## src/rtl/pattern_detect_moore.sv

```systemverilog
// ---------------------------------------------------------------------------
// pattern_detect_moore
//   Moore FSM that watches a qualified serial bit stream for the pattern
//   1-0-1-1-0 (first bit first). Overlapping matches are allowed: after a
//   match, the trailing "101" of the stream is reused as the start of the
//   next candidate.
//
//   Bits are only consumed when valid_i=1. When valid_i=0 the FSM holds its
//   state and data_i is ignored.
//
//   pattern_o is registered and reflects state==DETECT.
//
//   Optional feature (macro PATTERN_DETECT_COUNT_EN):
//     Adds match_cnt_o, a 16-bit saturating count of entries into DETECT
//     since the last reset. Without the macro the port and its logic are
//     absent.
//
//   Reset: rst_i is synchronous and active-high. It has priority over every
//   transition.
// ---------------------------------------------------------------------------
module pattern_detect_moore (
    input  logic        clk_i,
    input  logic        rst_i,
    input  logic        data_i,
    input  logic        valid_i,
    output logic        pattern_o
`ifdef PATTERN_DETECT_COUNT_EN
    ,
    output logic [15:0] match_cnt_o
`endif
);

    // Each state is named after the longest suffix of the accepted bits that
    // is also a prefix of 10110.
    typedef enum logic [2:0] {
        ST_IDLE   = 3'd0,
        ST_S1     = 3'd1,
        ST_S10    = 3'd2,
        ST_S101   = 3'd3,
        ST_S1011  = 3'd4,
        ST_DETECT = 3'd5
    } state_t;

    state_t state_r;
    state_t next_state_s;
    logic   pattern_r;

    // Next-state decode. Unreachable encodings fall back to IDLE, so a
    // corrupted state register recovers on the next valid bit.
    always_comb begin
        next_state_s = state_r;
        if (valid_i) begin
            case (state_r)
                ST_IDLE:   next_state_s = data_i ? ST_S1    : ST_IDLE;
                ST_S1:     next_state_s = data_i ? ST_S1    : ST_S10;
                ST_S10:    next_state_s = data_i ? ST_S101  : ST_IDLE;
                ST_S101:   next_state_s = data_i ? ST_S1011 : ST_S10;
                ST_S1011:  next_state_s = data_i ? ST_S1    : ST_DETECT;
                ST_DETECT: next_state_s = data_i ? ST_S101  : ST_IDLE;
                default:   next_state_s = ST_IDLE;
            endcase
        end else begin
            next_state_s = state_r;
        end
    end

    // State register and registered DETECT flag, with reset taking priority.
    // pattern_r is loaded from the next state so that it always equals
    // (state_r == ST_DETECT) without an extra cycle of latency.
    always_ff @(posedge clk_i) begin
        if (rst_i) begin
            state_r   <= ST_IDLE;
            pattern_r <= 1'b0;
        end else begin
            state_r   <= next_state_s;
            pattern_r <= (next_state_s == ST_DETECT);
        end
    end

    assign pattern_o = pattern_r;

`ifdef PATTERN_DETECT_COUNT_EN
    logic [15:0] match_cnt_r;
    logic        enter_detect_s;

    // Increment that sticks at all-ones instead of wrapping to zero.
    function automatic logic [15:0] sat_inc16(input logic [15:0] value);
        logic [15:0] result;
        if (value == 16'hFFFF) begin
            result = 16'hFFFF;
        end else begin
            result = value + 16'd1;
        end
        return result;
    endfunction

    // A DETECT entry is a move into DETECT from any other state. Holding in
    // DETECT while valid_i=0 is not a new entry.
    always_comb begin
        enter_detect_s = 1'b0;
        if ((next_state_s == ST_DETECT) && (state_r != ST_DETECT)) begin
            enter_detect_s = 1'b1;
        end else begin
            enter_detect_s = 1'b0;
        end
    end

    // Saturating count of DETECT entries, cleared by reset.
    always_ff @(posedge clk_i) begin
        if (rst_i) begin
            match_cnt_r <= 16'd0;
        end else if (enter_detect_s) begin
            match_cnt_r <= sat_inc16(match_cnt_r);
        end else begin
            match_cnt_r <= match_cnt_r;
        end
    end

    assign match_cnt_o = match_cnt_r;
`endif

endmodule

```

## config.mk

```make
export PLATFORM = sky130hd
export DESIGN_NAME = pattern_detect_moore
export DESIGN_NICKNAME = d
export VERILOG_FILES = /design/src/rtl/pattern_detect_moore.sv
export SDC_FILE = /design/constraint.sdc
export NUM_CORES = 1
export LEC_CHECK = 0
export ABC_AREA = 1
export CORE_AREA = 3 3 40 42
export CTS_CLUSTER_DIAMETER = 50
export DETAILED_ROUTE_END_ITERATION = 8
export DIE_AREA = 0 0 43 45
export DONT_BUFFER_PORTS = 1
export HOLD_SLACK_MARGIN = 0.02
export PLACE_DENSITY_LB_ADDON = 0.12
export REMOVE_ABC_BUFFERS = 1
export SYNTH_ARGS = -nofsm -noshare
export SYNTH_HDL_FRONTEND = slang
export SYNTH_SLANG_ARGS = --single-unit
```

## constraint.sdc

```tcl
create_clock -name clk_i -period 1.46 [get_ports clk_i]
set_input_delay 0.073 -clock clk_i [delete_from_list [all_inputs] [get_ports clk_i]]
set_output_delay 0.073 -clock clk_i [all_outputs]
set_load 0.02 [all_outputs]
```

**Yosys cells after proc, flatten, opt, wreduce, memory -nomap -nowiden**

Index checks and enable logic that the tools add are counted.

- Equality and inequality tests: 6
- Reduce and logical (&&, ||, !) cells: 2
- Multiplexer cells: 7

Operators with widths:

| operator | count |
|---|---|
| 3-bit one-hot mux with 5 select lines | 1 |
| 3-bit equality test, second input constant | 3 |
| 3-bit 2-to-1 mux | 3 |
| 3-bit by 2-bit equality test with 1-bit output, second input constant | 2 |
| 2-bit 2-to-1 mux | 2 |
| 3-bit by 1-bit equality test with 1-bit output, second input constant | 1 |
| 3-bit zero test | 1 |
| 2-bit OR reduction | 1 |
| 1-bit 2-to-1 mux | 1 |

- Logic and storage cells: 17
- Input bits: 4
- Bits in registers: 4
- Output and inout port bits: 1

**Depth between registers and ports, before layout**

Gate-level depths: netlist of the first run.

- Depth after elaboration: 5
- Depth in mapped cells: 7
- Mapped depth without buffers: 7

**Worst setup path before layout of the first run**

Ideal clock, no wire load.

- Path type: register -> register
- Start point: reg state_r[0]
- End point: reg pattern_r, in the netlist pattern_o
- Cell stages (with the launch flop): 7
- Setup time: 0.062 ns
- Path slack: 0.599 ns
- Required time: 1.398 ns
- Buffers on the path: 0
- Clock period less this slack: 0.861 ns
- Data arrival time: 0.800 ns
- Cell sequence: dfxtp_1 -> nand2_2 -> nor2_1 -> nor2_1 -> nor2_4 -> nand2_2 -> nor2_2

- Word-level cells in the longest chain between the ends: 5
- Elaborated cells on any way between the ends: 10
- Those cells by class: eq/ne (6); mux (2); reduce/logical (2)

Ends and longest elaborated chain:

| element | RTL line | text |
|---|---|---|
| from (decl) | 44 | `state_t state_r;` |
| from (signal assigned) | 75 | `state_r <= next_state_s;` |
| 3-bit equality test / 3-bit by 2-bit equality test with 1-bit output (equally long branches) | 53 | `case (state_r)` |
| 2-bit OR reduction (no line) | -- |  |
| 3-bit one-hot mux with 5 select lines | 53 |  |
| 3-bit 2-to-1 mux * | 52 | `if (valid_i) begin` |
| 3-bit equality test * | 76 | `pattern_r <= (next_state_s == ST_DETECT);` |
| to (signal assigned) | 76 |  |
| to (decl) | 46 | `logic pattern_r;` |

Mark *: on every way between the ends. The rest lies on a longest branch, timed or not.
A chain may end at the register's enable or synchronous reset.

**Worst setup path in the final report of the first run**

- Start point: reg state_r[1]
- End point: reg pattern_r, in the netlist pattern_o

The elaborated chain is that of the path after synthesis.

==> metrics.txt, run 1 <==
status complete, no violations; Lkg Pwr 0.141 nW; Required @ worst endpoint 1.63 ns; grt total ovfl 0; Storage cell area between 80 and 90 um2; Final GP Congestion 0.767; Worst Skew 0.00262 ns; Mapped Cells 38; Slew @ Worst Pin 0.210 ns; Mapped Area 229 um2; #FFs+latches synth 4; final core utilization between 20% and 30%; Synth-to-Final Area Change 22.4%; clk sink count 4; 1st-pass router iterations 4; WS Path Type reg2reg; setup_tns 0 ns; final WL 490 um; ratio of cells with drive above 1 in the final layout between 10% and 20%; worst path arrival time roughly 1.1 ns; initial antenna violation count 0; Total GRT Usage 6.15%; Die H between 40 and 50 um; relative slew slack a little under nine tenths; crit share post-route 66.1%; maximum clock rate 1040 MHz; Synth cell types 9; wire per inst 8.60 um; Tmin final 0.965 ns; crit path launch type flop; area of the multi-input gates between 100 and 150 um2; total vias in the final route 219; Final #Nets 48; RSZ-0062 raised after global routing false; Filler Cell Count 153; Clk Latency, worst-skew pair 0.23 ns; Hold Crit Class in2reg; Avg Cell Area, Syn 6.03 um2; root buf cell clkbuf_4; ANT nets after route 0; Seq/Total Area, Yosys 35.0%; Peak VDD IR about 0.32 mV; DP Wirelength 403 um; number of buffers created by CTS 3; DRC viols 0; Non-Filler Instances 57; CTS H-Tree Depth 1; Max FO, Critical Path 5; Vias/cell 3.84; vias in the first global route 211; CTS tree built; first-pass GRT wire length 855 um; chip width 43 um; Clock Pin Slew Worst Setup and Hold Paths 0.04 ns; Core Box Area 0.00128 mm2; post-placement cell count 53; initial core utilization 17.8%; type of destination of the critical path flop; total of max-cap violations 0; Port Buf Inserts 0; most frequent cells in the layout nand2_1 (15), inv_1 (6), nor2_1 (4), dfxtp_1 (4); total inserted antenna cells 0; number of top-level pins 5; Setup Viol. Count Final 0; setup bufs post-CTS 0; CTS Buffer Depth 2; largest net degree at the start of global routing 7; final number of hold-violating endpoints 0; Yosys Warn Count 0; Die Area 0.00194 mm2; Initial DRC Count 2; # rows 13; Power per Cell Area slightly below 1000 mW/mm2; Slew Limit Fails 0; commonest non-fill, non-tap cell in the layout nand2_1
-- final cells by class --
type                    instances  share of cell area, %
clock buffers                   3                   8.04
inverters                       6                   8.04
multi-input cells              28                   45.1
flip-flops and latches          4                   28.6
well taps                      15                   6.70
repair buffers                  1                   3.57
-- final timing paths --
kind | endpoint | slack (ns) | cells after the start | from
max | pattern_o | 0.49 | 6 | state_r[1]
min | state_r[2] | 0.05 | 3 | rst_i
max reg2reg | pattern_o | 0.49 | 6 | state_r[1]
min reg2reg | state_r[0] | 0.55 | 2 | state_r[0]
-- through the flow --
step	setup slack, ns	hold WS, ns	power [mW]	instance area, um2
after detailed placement	0.499	0.145	0.144	248
after global routing	0.399	0.0517	0.298	280
after global placement	0.489	0.144	0.144	248
after floorplan	0.599	0.142	0.139	229
final	0.495	0.0463	0.275	280
after CTS	0.487	0.0396	0.283	280
-- sequential cells by signal, summed over array words and instances, names as in the netlist --
name and flops:
state_r 3, pattern_o 1
-- cells in the mapped netlist --
cell	number	area, um2
nand2_1	15	56.3
inv_1	6	22.5
dfxtp_1	4	80.1
nor2_1	4	15.0
a21oi_1	3	15.0
nand2_2	2	12.5
o21ai_0	2	10.0
nor2_2	1	6.26
nor2_4	1	11.3
-- power by group --
group	switching, mW	internal, mW	total [mW]	leakage, nW
combinational	0.0152	0.0108	0.0259	0.0949
sequential	0.00486	0.113	0.118	0.0325
clock	0.0392	0.0915	0.131	0.0138
-- cells by family (layout without fill, tap and decap cells) --
logic type	Yosys count	count (layout)	synth area share, %
compound gates	5	5	10.9
buf+inv	6	10	9.84
flops	4	4	35.0
simple gates	23	23	44.3
-- critical path: stages (launching register included) --
cell	delay, ns
dfxtp_1	0.41
nand2_2	0.08
nor2_1	0.11
nor2_1	0.07
nor2_4	0.12
nand2_2	0.05
nor2_2	0.06
-- metal layers --
metal | share of wire (%) | global-route usage, % | up-vias
li1 | - | - | 122
met1 | 41 | 6.94 | 93
met2 | 54 | 9.58 | 4
met3 | 4.5 | 1.59 | 0
met4 | 0 | 5.42 | 0
met5 | 0 | 0 | -
-- timing repair --
item	CTS	global route
endpoints found under the hold margin	2	0
resized for setup	0	0
hold buffers	1	0
endpoints found under the setup margin	0	0
Power figures use the tool's default switching activity.
==> inputs of run 2 (changes only) <==
--- a/config.mk
+++ b/config.mk
@@ -5,7 +5,7 @@
 export SDC_FILE = /design/constraint.sdc
 export NUM_CORES = 1
 export LEC_CHECK = 0
-export ABC_AREA = 1
+export ABC_AREA = 0
 export CORE_AREA = 3 3 40 42
 export CTS_CLUSTER_DIAMETER = 50
 export DETAILED_ROUTE_END_ITERATION = 8
==> constraint.sdc (replaced) <==
create_clock -name clk_i -period 0.9 [get_ports clk_i]
set_input_delay 0.045 -clock clk_i [delete_from_list [all_inputs] [get_ports clk_i]]
set_output_delay 0.045 -clock clk_i [all_outputs]
set_load 0.02 [all_outputs]
==> run 2 against run 1 <==
  * Die area is the same
  * Setup slack got worse by 0.70 ns
  * The run now ends with negative setup slack left
  * Critical path depth fell by 3
  * Cell count decreased by 16%
  * Count of clock-buffer cells in the layout is the same
  * Sequential share of layout area down 3.2 points
  * Synthesized area down 3.3%
  * Non-clock buffer count increased by 6
  * Largest cell class unchanged
  * Core utilization rose by 5.5 points
  * Synthesized cell count down 39%
  * Routed wire length grew 24%
==> metrics.txt, run 2 <==
Synth top area share 36.2% (+1.2 points); Tmin final 1.11 ns (+0.144 ns); Setup Viol. Count Final 4 (+4); Synth cell types 18 (+9); Max FO, Critical Path 4 (-1); Int Power 371 uW (+72%); CTS H-Tree Depth 1 (unchanged); post-synth top area cell dfxtp_1; grt total ovfl 0 (unchanged); Port Buf Inserts 0 (unchanged); Synth-to-Final Area Change 58.2%; Peak VDD IR 0.585 mV (+83%); Clock power frac 45.8% (-1.7 points); post-placement cell count 43 (-19%); final worst slack -0.209 ns (-0.704 ns); Slew Limit Fails 0 (unchanged); # rows 13 (unchanged); ys flop type dfxtp_1; Async SR Flop Fraction 0% (unchanged); Hold Crit Class in2reg; HP Start data_i; Clk Latency, worst-skew pair 0.23 ns (about the same); largest net degree at the start of global routing 9 (+2); total inserted antenna cells 0 (unchanged); root buf cell clkbuf_4; Total GRT Usage 7.90% (+1.8 points); Worst Skew 0.00170 ns (-0.000914 ns); crit share post-route 123% (+57 points); Die Area 0.00194 mm2 (unchanged); Storage cell area 88.8 um2 (+11%); CTS Buffer Depth 2 (unchanged); Gate power share 14.0% (+4.6 points); area of the multi-input gates 158 um2 (+25%); Final GP Congestion 0.653 (-15%); wire per inst 12.7 um (+48%); Crit Reg-Reg Startpoint state_r[2]; crit path launch type flop; vias in the first global route 234 (+11%); Yosys Warn Count 0 (unchanged); most frequent cells in the layout buf_4 (5), clkbuf_4 (3), nor3b_1 (2), dfxtp_4 (2); reg2reg path depth 3 (-3); initial antenna violation count 0 (unchanged); type of destination of the critical path flop; Slew @ Worst Pin 0.246 ns (+0.0362 ns); top cells by count, synth dfxtp_1 (4), nor3_1 (2), nor3b_1 (2); reg2reg setup slack -0.21 ns (-0.70 ns); Switching Share 22.1% (+0.55 points); Mapped Area 221 um2 (-3.3%); total net switching power 105 uW (+78%); Power per Cell Area 1360 mW/mm2 (+39%); EDFF count, synth 0 (unchanged); Vias/cell 4.77 (+24%); RSZ-0062 raised after global routing true; Die H 45 um (unchanged); setup_tns -0.669 ns (-0.669 ns); number of top-level pins 5 (unchanged); total vias in the final route 229 (+4.6%); Lkg Pwr 0.134 nW (-5.1%); Filler Cell Count 137 (-10%); relative slew slack 83.5% (-2.5 points); total of max-cap violations 0 (unchanged); hold path depth 2 (-1); Worst Hold Path EP state_r[0]; Avg Cell Area, Syn 9.63 um2 (+60%); Clock Pin Slew Worst Setup and Hold Paths 0.04 ns (about the same); #FFs+latches synth 4 (unchanged); number of buffers created by CTS 3 (unchanged); WS Path Type reg2reg; clk sink count 4 (unchanged); 1st-pass router iterations 1 (-3); CTS tree built; Final #Nets 39 (-19%); DP Wirelength 448 um (+11%); chip width 43 um (unchanged); Non-Filler Instances 48 (-16%); maximum clock rate 901 MHz (-13%); Core Box Area 0.00128 mm2 (unchanged); Seq/Total Area, Yosys 36.2% (+1.2 points); ratio of cells with drive above 1 in the final layout 54.5% (+38 points); Required @ worst endpoint 1.05 ns (-0.58 ns); first-pass GRT wire length 1.08 mm (+27%); flip-flop count of the largest register after layout 3 (unchanged); Area contributors post-synth dfxtp_1 (36%), a2111oi_2 (6.8%), nor3b_1 (6.8%); ANT nets after route 0 (unchanged); Top reg by flops state_r; failing checks negative setup slack; Initial DRC Count 0 (-2); status complete, but fails checks; final WL 609 um (+24%); final number of hold-violating endpoints 0 (unchanged); worst path arrival time 1.26 ns (+0.13 ns); R2R Path End state_r[0]; Seq pwr share 40.3% (-2.7 points); Mapped Cells 23 (-39%); top-count cell post-synth dfxtp_1; DRC viols 0 (unchanged); commonest non-fill, non-tap cell in the layout buf_4; CTS Hold Buffers Added 1 (unchanged); initial core utilization 17.2% (-0.58 points)
[run 2: cell types whose count changed in the layout (fill, tap and decap cells not counted), sizes merged, moves of 2 or more]
| cell | change |
|---|---|
| a21oi | -3 |
| buf | +6 |
| inv | -5 |
| nand2 | -17 |
| nor2 | -5 |
| nor3 | +2 |
| nor3b | +2 |
[run 2: cell type report]
cell class,instances,share of cell area (%)
multi-input combinational,18,45.0
tap,15,5.36
inverter,1,1.07
timing repair buffer,7,16.8
clock buffer,3,6.43
sequential,4,25.4
[run 2: power by group through the flow]
stage	Sequential (mW)	Combinational, mW	Clock [mW]
after global placement	0.197	0.0513	0
after floorplan	0.198	0.0295	0
after detailed placement	0.198	0.0524	0
after global routing	0.194	0.0727	0.244
final	0.192	0.0665	0.218
after CTS	0.195	0.0640	0.227
[run 2: what timing repair did]
item / CTS / global route
resized for setup: 6 / 4
hold endpoints to repair: 4 / 2
pin swaps: 4 / 2
setup endpoints to repair: 4 / 4
setup buffers: 0 / 1
[run 2: through the flow]
step	setup WS [ns]	instance area, um2	util [%]	hold WS, ns	total power, mW
2_1_floorplan	-0.230	221	-	0.114	0.227
3_3_place_gp	-0.235	278	21.6	0.116	0.248
3_5_place_dp	-0.261	278	21.6	0.117	0.250
4_1_cts	-0.214	328	25.5	0.00924	0.486
5_1_grt	-0.249	350	27.3	0.00474	0.511
6_report	-0.209	350	27.3	0.0108	0.476
[run 2: critical path, cell delays in order, from the launching register on]
cell	delay, ns
dfxtp_4	0.36
inv_2	0.04
or4b_1	0.46
a31oi_1	0.18
[run 2: cell families after synthesis]
group,synth area share [%]
AOI/OAI and AO/OA,19.2
and+or+nand+nor,42.9
buffers and inverters,1.69
DFF,36.2
[run 2: worst max path at each step]
stage	start	to	slack [ns]	cells past startpoint
floorplan	state_r[0]	pattern_o	-0.23	2
global placement	state_r[0]	pattern_o	-0.23	2
detailed placement	state_r[0]	pattern_o	-0.26	2
CTS	state_r[0]	state_r[0]	-0.21	2
global route	state_r[0]	pattern_o	-0.25	2
finish	state_r[2]	state_r[0]	-0.21	3
[run 2: metal layers]
layer	track usage, %	part of all wire [%]
met5	0	0
met4	3.61	0
met3	4.78	2.8
met2	13.2	54
met1	7.93	43
